`config.mk`:
```
export PLATFORM = sky130hd
export DESIGN_NAME = dds_sweep_ctrl_flat
export DESIGN_NICKNAME = d
export VERILOG_FILES = /design/src/rtl/dds_pkg.sv /design/src/rtl/dds_sweep_ctrl_if.sv /design/src/rtl/dds_dwell_timer.sv /design/src/rtl/dds_sweep_ctrl.sv /design/src/flat_wrapper.sv
export SDC_FILE = /design/constraint.sdc
export NUM_CORES = 1
export LEC_CHECK = 0
export ABC_AREA = 1
export CAP_MARGIN = 0
export CORE_ASPECT_RATIO = 1.5
export CORE_MARGIN = 2
export CORE_UTILIZATION = 50
export CTS_CLUSTER_DIAMETER = 100
export DETAILED_ROUTE_END_ITERATION = 10
export DONT_BUFFER_PORTS = 1
export PLACE_DENSITY = 0.72
export SLEW_MARGIN = 20
export SYNTH_ARGS = -nofsm -noshare
export SYNTH_HDL_FRONTEND = slang
export SYNTH_SLANG_ARGS = --single-unit
```
`constraint.sdc`:
```
create_clock -name clk -period 11 [get_ports clk]
set_input_delay 1.1 -clock clk [delete_from_list [all_inputs] [get_ports clk]]
set_output_delay 1.1 -clock clk [all_outputs]
set_load 0.03 [all_outputs]
```
`src/rtl/dds_pkg.sv`:
```
// Shared types and defaults for the DDS sweep sequencer and its host-side users.
package dds_pkg;

    localparam int K_W_DEF     = 32;
    localparam int P_W_DEF     = 11;
    localparam int DWELL_W_DEF = 16;

    typedef enum logic [1:0] {
        IDLE  = 2'd0,
        DWELL = 2'd1,
        STEP  = 2'd2,
        DONE  = 2'd3
    } state_t;

    localparam logic MODE_RAMP = 1'b0;
    localparam logic MODE_TRI  = 1'b1;

    typedef struct packed {
        logic [K_W_DEF-1:0]     start;
        logic [K_W_DEF-1:0]     stop;
        logic [K_W_DEF-1:0]     step;
        logic [DWELL_W_DEF-1:0] dwell;
        logic                   mode;
        logic [P_W_DEF-1:0]     phase;
    } sweep_desc_t;

endpackage

```
`src/rtl/dds_sweep_ctrl_if.sv`:
```
// Sweep descriptor channel: valid/ready handshake plus the descriptor fields.
interface dds_sweep_ctrl_if
    import dds_pkg::*;
#(
    parameter int K_W     = K_W_DEF,
    parameter int P_W     = P_W_DEF,
    parameter int DWELL_W = DWELL_W_DEF
);
    logic               cfg_valid;
    logic               cfg_ready;
    logic [K_W-1:0]     cfg_start;
    logic [K_W-1:0]     cfg_stop;
    logic [K_W-1:0]     cfg_step;
    logic [DWELL_W-1:0] cfg_dwell;
    logic               cfg_mode;
    logic [P_W-1:0]     cfg_phase;

    modport master (
        output cfg_valid, cfg_start, cfg_stop, cfg_step, cfg_dwell, cfg_mode, cfg_phase,
        input  cfg_ready
    );

    modport slave (
        input  cfg_valid, cfg_start, cfg_stop, cfg_step, cfg_dwell, cfg_mode, cfg_phase,
        output cfg_ready
    );
endinterface

```
`src/rtl/dds_dwell_timer.sv`:
```
// Dwell counter: held at zero while clr, counts up while en; expired when count equals dwell.
// Expired is combinational from the registered count; no backpressure.
module dds_dwell_timer #(
    parameter int W = 16
) (
    input  logic         clk,
    input  logic         rst_n,
    input  logic         clr,
    input  logic         en,
    input  logic [W-1:0] dwell,
    output logic         expired
);
    logic [W-1:0] count;

    always_ff @(posedge clk or negedge rst_n) begin
        if (!rst_n) begin
            count <= '0;
        end else if (clr) begin
            count <= '0;
        end else if (en) begin
            count <= count + 1'b1;
        end
    end

    assign expired = (count == dwell);

endmodule

```
`src/rtl/dds_sweep_ctrl.sv`:
```
// Frequency-sweep sequencer for the DDS core: steps K from start toward stop with a per-value dwell.
// Outputs update one cycle after accept/step; cfg_ready only in IDLE, so a new descriptor waits for the sweep.
module dds_sweep_ctrl
    import dds_pkg::*;
#(
    parameter int K_W     = K_W_DEF,
    parameter int P_W     = P_W_DEF,
    parameter int DWELL_W = DWELL_W_DEF
) (
    input  logic               clk,
    input  logic               rst_n,
    dds_sweep_ctrl_if.slave    cfg,
    input  logic               abort,
    output logic [K_W-1:0]     K,
    output logic [P_W-1:0]     P,
    output logic               k_upd,
    output logic               busy,
    output logic               done,
    output logic               cfg_err
);
    state_t             state;
    logic [K_W-1:0]     start_r;
    logic [K_W-1:0]     stop_r;
    logic [K_W-1:0]     step_r;
    logic [DWELL_W-1:0] dwell_r;
    logic               mode_r;
    logic               dir_up;
    logic               expired;

    logic [K_W:0]       up_sum;
    logic [K_W:0]       dn_diff;
    logic [K_W-1:0]     up_val;
    logic [K_W-1:0]     dn_val;
    logic               at_end;
    logic               go_up;
    logic [K_W-1:0]     nxt_k;

    assign cfg.cfg_ready = (state == IDLE);

    dds_dwell_timer #(.W(DWELL_W)) u_timer (
        .clk     (clk),
        .rst_n   (rst_n),
        .clr     (state != DWELL),
        .en      (state == DWELL),
        .dwell   (dwell_r),
        .expired (expired)
    );

    // Clamp arithmetic is one bit wider so carry/borrow pin K to the sweep bounds.
    always_comb begin
        up_sum  = {1'b0, K} + {1'b0, step_r};
        dn_diff = {1'b0, K} - {1'b0, step_r};
        up_val  = (up_sum >= {1'b0, stop_r}) ? stop_r : up_sum[K_W-1:0];
        dn_val  = (dn_diff[K_W] || (dn_diff[K_W-1:0] <= start_r)) ? start_r : dn_diff[K_W-1:0];
        at_end  = dir_up ? (K == stop_r) : (K == start_r);
        go_up   = at_end ? ~dir_up : dir_up;
        nxt_k   = go_up ? up_val : dn_val;
    end

    always_ff @(posedge clk or negedge rst_n) begin
        if (!rst_n) begin
            state   <= IDLE;
            start_r <= '0;
            stop_r  <= '0;
            step_r  <= '0;
            dwell_r <= '0;
            mode_r  <= MODE_RAMP;
            dir_up  <= 1'b1;
            K       <= '0;
            P       <= '0;
            k_upd   <= 1'b0;
            busy    <= 1'b0;
            done    <= 1'b0;
            cfg_err <= 1'b0;
        end else begin
            k_upd <= 1'b0;
            done  <= 1'b0;
            if (abort && (state != IDLE)) begin
                state <= IDLE;
                busy  <= 1'b0;
                K     <= '0;
                k_upd <= (K != '0);
            end else begin
                case (state)
                    IDLE: begin
                        if (cfg.cfg_valid) begin
                            start_r <= cfg.cfg_start;
                            stop_r  <= cfg.cfg_stop;
                            step_r  <= cfg.cfg_step;
                            dwell_r <= cfg.cfg_dwell;
                            mode_r  <= cfg.cfg_mode;
                            dir_up  <= 1'b1;
                            K       <= cfg.cfg_start;
                            P       <= cfg.cfg_phase;
                            k_upd   <= 1'b1;
                            busy    <= 1'b1;
                            cfg_err <= (cfg.cfg_step == '0) || (cfg.cfg_start > cfg.cfg_stop);
                            state   <= DWELL;
                        end
                    end
                    DWELL: begin
                        if (expired) begin
                            // A bad descriptor ends after its first dwell without stepping.
                            if (cfg_err) begin
                                busy  <= 1'b0;
                                done  <= (mode_r == MODE_RAMP);
                                state <= (mode_r == MODE_RAMP) ? DONE : IDLE;
                            end else begin
                                state <= STEP;
                            end
                        end
                    end
                    STEP: begin
                        if (at_end && (mode_r == MODE_RAMP)) begin
                            done  <= 1'b1;
                            busy  <= 1'b0;
                            state <= DONE;
                        end else begin
                            K      <= nxt_k;
                            k_upd  <= (nxt_k != K);
                            dir_up <= go_up;
                            state  <= DWELL;
                        end
                    end
                    DONE: begin
                        state <= IDLE;
                    end
                    default: begin
                        state <= IDLE;
                    end
                endcase
            end
        end
    end

endmodule
```
`src/flat_wrapper.sv`:
```
// flat-port wrapper written by rule: the top's interface ports become plain ports
module dds_sweep_ctrl_flat import dds_pkg::*;
#(
    parameter int K_W     = K_W_DEF,
    parameter int P_W     = P_W_DEF,
    parameter int DWELL_W = DWELL_W_DEF
)
  (clk, rst_n, abort, K, P, k_upd, busy, done, cfg_err, cfg_cfg_valid, cfg_cfg_start, cfg_cfg_stop, cfg_cfg_step, cfg_cfg_dwell, cfg_cfg_mode, cfg_cfg_phase, cfg_cfg_ready);
  dds_sweep_ctrl_if #(.K_W(K_W), .P_W(P_W), .DWELL_W(DWELL_W)) cfg_i ();
  input  logic clk;
  input  logic rst_n;
  input  logic abort;
  output logic [K_W-1:0] K;
  output logic [P_W-1:0] P;
  output logic k_upd;
  output logic busy;
  output logic done;
  output logic cfg_err;
  input wire logic [$bits(cfg_i.cfg_valid)-1:0] cfg_cfg_valid;
  input wire logic [$bits(cfg_i.cfg_start)-1:0] cfg_cfg_start;
  input wire logic [$bits(cfg_i.cfg_stop)-1:0] cfg_cfg_stop;
  input wire logic [$bits(cfg_i.cfg_step)-1:0] cfg_cfg_step;
  input wire logic [$bits(cfg_i.cfg_dwell)-1:0] cfg_cfg_dwell;
  input wire logic [$bits(cfg_i.cfg_mode)-1:0] cfg_cfg_mode;
  input wire logic [$bits(cfg_i.cfg_phase)-1:0] cfg_cfg_phase;
  output wire logic [$bits(cfg_i.cfg_ready)-1:0] cfg_cfg_ready;
  assign cfg_i.cfg_valid = cfg_cfg_valid;
  assign cfg_i.cfg_start = cfg_cfg_start;
  assign cfg_i.cfg_stop = cfg_cfg_stop;
  assign cfg_i.cfg_step = cfg_cfg_step;
  assign cfg_i.cfg_dwell = cfg_cfg_dwell;
  assign cfg_i.cfg_mode = cfg_cfg_mode;
  assign cfg_i.cfg_phase = cfg_cfg_phase;
  assign cfg_cfg_ready = cfg_i.cfg_ready;
  dds_sweep_ctrl #(.K_W(K_W), .P_W(P_W), .DWELL_W(DWELL_W)) u_core (.clk(clk), .rst_n(rst_n), .cfg(cfg_i), .abort(abort), .K(K), .P(P), .k_upd(k_upd), .busy(busy), .done(done), .cfg_err(cfg_err));
endmodule
```
==> out/qor.yml <==
outcome: "finished, violations left"
violations: "DRC"
grt_max_degree: 180
hold_path.class: "primary input to async pin"
worstMarginPinSlew_ns: 0.896
wl_per_cell_um: 21.0
cpPeakStageDelay_ns: 0.66
cts.sinks: 179
synth_top_area_share_pct: 26.8
synth_common_cells: "552 x nand2_1, 345 x inv_1, 218 x a21oi_1, 218 x nor2_1, 178 x dfrtp_1"
slowest_stage: "o21ai_0"
fmax_mhz: 143
gp_congestion: 1.01
fill_cells: 3282
grtUsageTotal_pct: 33.6
ys_warn_count: 0
syn_to_final_growth_pct: 4.28
cts_buffer_depth: 2
drc: 1
yosysTopAreaCell: "dfrtp_1"
io_pins: 176
synth_flop_cell: "dfrtp_1"
slew_viol_final: 0
cts.clk_slew.worst_paths_ns: 0.07
die_w_um: 153
rows: 81
synth_area_sq_mm: 0.0166
ctsRootBufferMaster: "clkbuf_16"
synth_area_leaders: "dfrtp_1 27%, nand2_1 12%, ha_1 12%"
antenna_cells: 0
crit_arrival_ns: 7.34
slew_headroom_pct: 39.7
critical_path_class: "flop to flop"
drv_cap: 0
cts_resized: 0
async_flop_share_pct: 100
cp-end-kind: "flop"
overflow: 0
yosysMostFrequentCell: "nand2_1"
layout_min_cycle_time_ns: 7.00
antenna_found_initial: 0
post-route-period-util_pct: 63.6
grt_pass1_wl_um: 89700
rsz0062_at_grt: "false"
crit_top_cell: "nand2_1"
clkLatencyLatePin_ns: 0.46
nets: 2688
dr.pass1.iters: 9
critPathBufInv: 5
synth_edf_count: 0
hpwlAfterDp_um: 47300
synth_nets: 2751
cp-start-kind: "flop"
post_cts_buffers: 0
grt_pass1_vias: 16200
syn_area_per_cell_sq_um: 6.77
cts_tree: "yes"
hold_viol: 0
coreArea_sq_mm: 0.0327
initialDrtViolationCount: 1404
hold_buffers: 0
numCtsBuffers: 17
port_buffers: 0
die_h_um: 227
path_delay_family: "simple AND/OR/NAND/NOR gates"
tns_ns: 0
synth-seq-cells: 179
synth.distinct_cells: 49
syn_inst: 2456
path_max_fanout: 33
drtAntennaViolNets: 0
setup_viol: 0
vias_per_cell: 5.92
dieArea_sq_mm: 0.0348
htreeDepth: 4
vias: 16700
drive_gt1_share_pct: 4.11
start_util_pct: 50.8
ys_seq_area_share_pct: 26.9
cp.required_ns: 11.34
drt-total-wl_um: 59300
fin_skew_ns: 0.0157
==> layout make-up <==
| type | count | area [sq um] | share of cell area, % |
|---|---|---|---|
| Multi-Input combinational cell | 1832 | 10300 | 59.6 |
| Sequential cell | 179 | 4480 | 25.8 |
| Inverter | 350 | 1310 | 7.58 |
| Tap cell | 415 | 519 | 2.99 |
| Clock buffer | 21 | 470 | 2.71 |
| Clock inverter | 11 | 116 | 0.671 |
| Timing Repair Buffer | 13 | 97.6 | 0.563 |
==> routing by layer <==
metal	global-route usage (%)	vias to the layer above	routed length (um)
met2	56.2	776	27700
li1	-	7936	-
met1	40.7	7800	22700
met5	0	-	0
met3	4.93	176	4800
met4	21.6	0	4070
==> path summary, 6_finish.rpt <==
check	start	end	slack (ns)	depth (start not counted)
min in group clk	u_core.u_timer.count[0]	u_core.u_timer.count[0]	0.52	1
worst min-delay path	rst_n	u_core.P[10]	0.34	0
worst max register to register	u_core.K[10]	u_core.k_upd	4.00	35
max in group asynchronous	rst_n	u_core.dir_up	10.31	0
worst max-delay path	u_core.K[10]	u_core.k_upd	4.00	35
worst min register to register	u_core.u_timer.count[0]	u_core.u_timer.count[0]	0.52	1
==> worst register-to-register path, delay by kind of cell (launching register included) <==
kind | cells | cell delay, ns
AO/OA/AOI/OAI | 1 | 0.66
AND/OR/NAND/NOR | 27 | 3.86
adder cells (fa/ha/maj) | 2 | 0.85
buffers and inverters | 5 | 0.95
flip-flops | 1 | 0.58
==> flip-flops by register name, indices dropped and copies added, names as in the netlist, 2 cells and up <==
name / cells
u_core.K: 32
u_core.dwell_r: 16
u_core.stop_r: 32
u_core.state: 2
u_core.u_timer.count: 16
u_core.start_r: 32
u_core.step_r: 32
u_core.P: 11
==> per-stage QoR <==
stage          instance area, sq um  hold slack, ns  utilization [%]  worst slack (ns)  instances
6_report                      17300           0.339             53.0              4.00       2821
5_1_grt                       17300           0.326             53.0              3.74       2821
4_1_cts                       17300           0.317             53.0              4.22       2821
3_5_place_dp                  16800           0.506             51.2              4.26       2789
3_3_place_gp                  16800           0.502             51.2              4.32       2789
2_1_floorplan                 16600           0.471                -              6.53       2456
==> cells in the final DEF (no fill, tap or decap), drive strengths merged, types with 28 or more instances in the layout <==
cell type and count:
nand2 557, inv 354, nor2 220, a21oi 218, nand3 181, dfrtp 178
o21ai 172, ha 165, xor2 88, nor3 35, o22ai 33, nand4 28
mux2 28
==> cells by family after synthesis <==
logic type | share of synthesized area [%]
buffers and inverters | 10.9
AND/OR/NAND/NOR | 27.1
adder cells (fa/ha/maj) | 12.7
XOR/XNOR | 4.64
AO/OA/AOI/OAI | 15.9
flip-flops | 26.9
multiplexers | 1.90
Power is not shown: default switching activity piles up to over one toggle a cycle in this logic, so the estimate is an artifact.
